`config.mk`:
```
export PLATFORM = sky130hd
export DESIGN_NAME = serial_operand_loader
export DESIGN_NICKNAME = d
export VERILOG_FILES = /design/src/rtl/serial_operand_loader.sv
export SDC_FILE = /design/constraint.sdc
export NUM_CORES = 2
export LEC_CHECK = 0
export CELL_PAD_IN_SITES_DETAIL_PLACEMENT = 1
export CELL_PAD_IN_SITES_GLOBAL_PLACEMENT = 1
export CORE_AREA = 2 2 390 392
export DETAILED_ROUTE_END_ITERATION = 10
export DIE_AREA = 0 0 392 394
export GPL_TIMING_DRIVEN = 1
export PLACE_DENSITY_LB_ADDON = 0.3
export SLEW_MARGIN = 25
export SYNTH_ARGS = -nofsm -noshare
export SYNTH_HDL_FRONTEND = slang
export SYNTH_SLANG_ARGS = --single-unit
```
`constraint.sdc`:
```
create_clock -name clk -period 119.8 [get_ports clk]
set_input_delay 17.97 -clock clk [delete_from_list [all_inputs] [get_ports clk]]
set_output_delay 17.97 -clock clk [all_outputs]
set_load 0.05 [all_outputs]
```
`src/rtl/serial_operand_loader.sv`:
```
// serial_operand_loader: per-channel serial shift registers feeding compressor operands,
// either captured per WIDTH-bit frame into a holding register or mirrored continuously.
module serial_operand_loader #(
    parameter int CHANNELS   = 26,
    parameter int WIDTH      = 26,
    parameter int MSB_FIRST  = 1,
    parameter int CONTINUOUS = 0
) (
    input  logic                          clk,
    input  logic                          rst,
    input  logic                          shift_en,
    input  logic                          clear,
    input  logic [CHANNELS-1:0]           src_,
    output logic [CHANNELS*WIDTH-1:0]     operands,
    output logic                          valid,
    output logic [$clog2(WIDTH+1)-1:0]    bit_cnt,
    output logic [15:0]                   frames
);
    localparam int CW = $clog2(WIDTH + 1);
    logic [CHANNELS*WIDTH-1:0] sr, sr_next, hold;
    logic last;
    for (genvar c = 0; c < CHANNELS; c++) begin : g_ch
        assign sr_next[c*WIDTH +: WIDTH] = (MSB_FIRST != 0)
            ? {sr[c*WIDTH +: WIDTH-1], src_[c]}
            : {src_[c], sr[c*WIDTH+1 +: WIDTH-1]};
    end
    assign last = bit_cnt == CW'(WIDTH - 1);
    assign operands = (CONTINUOUS != 0) ? sr : hold;
    // clear has priority over shift_en, so a clear on the completion edge suppresses capture
    always_ff @(posedge clk or posedge rst)
        if (rst) begin
            sr      <= '0;
            hold    <= '0;
            valid   <= 1'b0;
            bit_cnt <= '0;
            frames  <= '0;
        end else begin
            valid <= 1'b0;
            if (clear) begin
                sr      <= '0;
                bit_cnt <= '0;
            end else if (shift_en) begin
                sr      <= sr_next;
                bit_cnt <= last ? '0 : bit_cnt + CW'(1);
                if (last && CONTINUOUS == 0) begin
                    hold   <= sr_next;
                    valid  <= 1'b1;
                    frames <= frames + 16'(frames != 16'hFFFF);
                end
            end
        end
endmodule

```
Word-level counts from Yosys, hierarchy flattened
Index checks and enable logic that the tools add are counted.
Cells by class
  $add $sub $neg: 2
  eq/ne operators: 2
  multiplexer cells: 8
  bitwise logic cells: 1
  reduce and logical (&&, ||, !) cells: 2
Operators by type and width (count)
  $mux W675: 2
  $add A16 B1 Y16: 1
  $ne A16 B16 Y1 const B: 1
  $mux W5: 3
  $add A5 B1 Y5 const B: 1
  $eq A5 B5 Y1 const B: 1
  $mux W1: 3
  $reduce_and A3 Y1: 1
  $reduce_bool A2 Y1: 1
  $not A1 Y1: 1
Storage, ports and cells
  flip-flop bits (word level): 1373
  output and inout port bits: 698

Logic depth before layout (Yosys ltp)
  word-level depth: 4
  mapped depth: 10
  mapped depth without buffers: 8

Worst setup path after synthesis
OpenSTA, ideal clock, no wires.
  path type: input to register
  start point: input clear
  end point: register frames[1]
  setup time: 118 ps
  data arrival time: 19073 ps
  data required time: 119682 ps
  setup slack: 100609 ps
  stages on the path: 8
  path through: buf_2 and4bb_1 nand2_1 buf_4 buf_2 buf_2 nand2_1 nand2_1
On the way
  cells in the longest elaborated chain, start to end: 2
Ends and longest elaborated chain
  start: declaration: RTL line 12  | input logic clear,
  $not A1 Y1 (no source line)
  $reduce_and A3 Y1 (no source line)
  end signal: assignment: RTL line 48  | frames <= frames + 16'(frames != 16'hFFFF);
  end: declaration: RTL line 17  | output logic [15:0] frames
No other way between the ends.
A chain may end at the register's enable or synchronous reset.

==> flow_metrics.py <==
metrics = {
    "place": {
        "place.gp.congestion": 0.773,
        "dp_hpwl_um": 90800,
        "numPortBuffers": 727,
    },
    "yosys": {
        "synthesis.area_mm2": 0.0522,
        "yosys_warnings": 0,
        "yosys.cell_types.count": 31,
        "netlist_instances": 5058,
        "syn-num-nets": 5093,
        "seq_area_frac_synth": 0.646,
        "synth.ff_latch_count": 1348,
        "avgSynthCellArea_um2": 10.3,
    },
    "power_and_ir_drop": {
        "p_leak_uw": 0.0346,
        "power_uw": 948,
        "ir_worst_vdd_uv": 10.3,
        "p_per_area_mw_per_mm2": 14.3,
    },
    "clocking": {
        "cts_sinks": 1348,
        "postCtsResizedCells": 0,
        "cts_htree_levels": 4,
        "clk_latency_ns": 0.78,
        "clockBufferDepth": 3,
        "cts_hold_repair.buffers": 0,
        "root_buffer": "clkbuf_16",
        "clk_pin_slew_worst_paths_ns": 0.06,
        "cts_setup_buffers": 0,
        "cts_made_buffers": 149,
        "cts_tree": "built",
    },
    "grt": {
        "grt_antenna_before_repair": 1,
        "grt_pass1_wl_um": 231000,
        "overflow": 0,
        "track_usage": 0.188,
        "grt_max_degree": 215,
        "grt_pass1_vias": 39400,
    },
    "drt": {
        "vias_per_cell": 4.69,
        "drtAntennaViolNets": 0,
        "dr_total_vias": 36700,
        "wl_per_cell_um": 18.5,
        "routed_wl_um": 145000,
        "post-route-drc-count": 0,
        "dr.pass1.iters": 5,
        "drt_iter0_drc": 2023,
    },
    "min_path": {
        "hold_path_depth": 2,
        "hold_class": "reg -> reg",
        "min_to": "operands[363]",
        "worstHoldStart": "sr[362]",
    },
    "setup_path": {
        "cpMaxStageDelayCell": "buf_4",
        "cp-start-kind": "input port",
        "critPathKind": "in -> async",
        "worst-endpoint-arrival_ns": 23.33,
        "worstPathCellList": "clkdlybuf4s50_1 -> inv_8 -> buf_4 -> buf_4 -> buf_4 -> buf_4 -> buf_12 -> buf_16",
        "crit_top_cell": "buf_4",
        "path_max_fanout": 128,
        "crit_path_max_incr_delay_ns": 0.82,
        "cpLargestDelayFamily": "buffers and inverters",
        "reg2reg_depth": 10,
        "r2r_slack_ns": 115.20,
        "end_kind": "asynchronous set/reset pin",
        "crit_buf_inv": 8,
        "required_ns": 120.63,
        "r2r_end": "operands[285]",
        "r2r-start": "bit_cnt[1]",
    },
    "timing": {
        "slew_viol_final": 0,
        "fin_crit_ns": 22.50,
        "min_period_over_period": 0.188,
        "maxSlewHeadroom": 0.217,
        "worstMarginPinSlew_ns": 1.17,
        "setup_viol": 0,
        "max_freq_ghz": 0.0444,
        "hold_violations": 0,
        "skew_ns": 0.0308,
        "rsz0062_at_grt": "false",
        "setup_tns_ns": 0,
    },
    "floorplan": {
        "rows": 143,
        "num_io_pins": 728,
        "start_util": 0.347,
        "core_area_mm2": 0.151,
        "die_h_um": 394,
        "die_area_mm2": 0.154,
        "dieWidth_um": 392,
    },
    "cells_and_area": {
        "multi_input_area_mm2": 0.0171,
        "seqCellArea_mm2": 0.0337,
        "layout_common_cells": "2040 x nand2_1, 1348 x dfrtp_1, 725 x clkdlybuf4s50_1",
        "fin_nets": 5717,
        "syn2layout_area_growth_pct": 26.8,
        "fillers": 16600,
        "mostFrequentLayoutCell": "nand2_1",
        "layout-drive-gt1-share": 0.0476,
    },
    "flow_run": {
        "cap_violations": 0,
    },
    "status": {
        "outcome": "finished clean",
    },
}
[routing by layer]
metal	part of all wire	track usage	vias up	routed length [um]
li1	-	-	17100	-
met1	0.45	0.254	18700	65600
met2	0.47	0.301	690	68400
met3	0.048	0.0412	205	7020
met4	0.028	0.0580	0	4110
met5	0	0	-	0
[worst min-delay path: stages, from the launching register on]
cell	delay (ns)
dfrtp_1	0.34
nand2_1	0.05
nand2_1	0.05
[report_power, final]
part	internal, uW	total (uW)	switching (uW)
Sequential	456	458	1.05
Clock	273	462	189
Combinational	7.55	27.7	20.1
[logic make-up after synthesis]
| family | Yosys count | share of synthesized area |
|---|---|---|
| AND/OR/NAND/NOR | 2731 | 0.198 |
| flip-flops | 1348 | 0.646 |
| multiplexers | 651 | 0.125 |
| buffers and inverters | 301 | 0.0268 |
| XOR/XNOR | 14 | 0.00235 |
| AO/OA/AOI/OAI | 8 | 0.000911 |
| adder cells (fa/ha/maj) | 5 | 0.00120 |
[worst max-delay path by stage]
stage | startpoint | endpoint | slack (ns) | cells after the start
finish | rst | operands[398] | 97.30 | 8
global route | rst | operands[398] | 96.60 | 8
CTS | rst | operands[531] | 97.18 | 7
detailed placement | rst | operands[470] | 96.31 | 7
global placement | rst | operands[470] | 96.33 | 7
floorplan | rst | bit_cnt[0] | 63.83 | 1
[flip-flops by register name, summed over array words and instances, names as in the netlist]
register and flops:
operands 676, sr 650, frames 16, bit_cnt 5, valid 1
[per-stage QoR]
step	area (um2)	utilization	setup WS (ns)	hold WS (ns)	cells
final	66200	0.439	97.30	0.467	7827
after global routing	66200	0.439	96.60	0.491	7826
after CTS	66100	0.439	97.18	0.471	7822
after detailed placement	61100	0.406	96.31	0.456	7557
after global placement	61100	0.406	96.33	0.444	7557
after floorplan	52200	-	63.83	0.438	5058
[synth_stat cells]
| library cell | instances | area, um2 |
|---|---|---|
| a41oi_1 | 1 | 8.76 |
| inv_2 | 1 | 3.75 |
| nand4b_1 | 1 | 8.76 |
| buf_6 | 1 | 11.3 |
| nor3_1 | 4 | 20.0 |
| nor4_1 | 1 | 6.26 |
| mux2i_1 | 650 | 6510 |
| nand2_1 | 2041 | 7660 |
| buf_1 | 2 | 7.51 |
| o21ai_0 | 2 | 10.0 |
| nand4_1 | 13 | 81.3 |
| nand3_1 | 4 | 20.0 |
| clkbuf_1 | 95 | 357 |
| nor2_1 | 658 | 2470 |
| nand3b_1 | 1 | 7.51 |
| mux2_2 | 1 | 11.3 |
| and2_1 | 2 | 12.5 |
| and4bb_1 | 1 | 12.5 |
| xor2_1 | 4 | 35.0 |
| nor3b_1 | 1 | 7.51 |
| buf_4 | 6 | 45.0 |
| xnor2_1 | 10 | 87.6 |
| dfrtp_1 | 1348 | 33700 |
| inv_1 | 3 | 11.3 |
| buf_2 | 193 | 966 |
| nor2b_1 | 1 | 6.26 |
| and3_1 | 2 | 12.5 |
| a311oi_1 | 1 | 8.76 |
| a21oi_1 | 4 | 20.0 |
| ha_1 | 5 | 62.6 |
| nand2b_1 | 1 | 6.26 |
[layout make-up]
class,count,share of cell area
Clock inverter,37,0.00780
Tap cell,2030,0.0384
Timing Repair Buffer,770,0.118
Sequential cell,1348,0.509
Clock buffer,228,0.0675
Inverter,4,0.000454
Multi-Input combinational cell,3409,0.258
Antenna cell,1,0.0000378
Power figures use the tool's default switching activity.
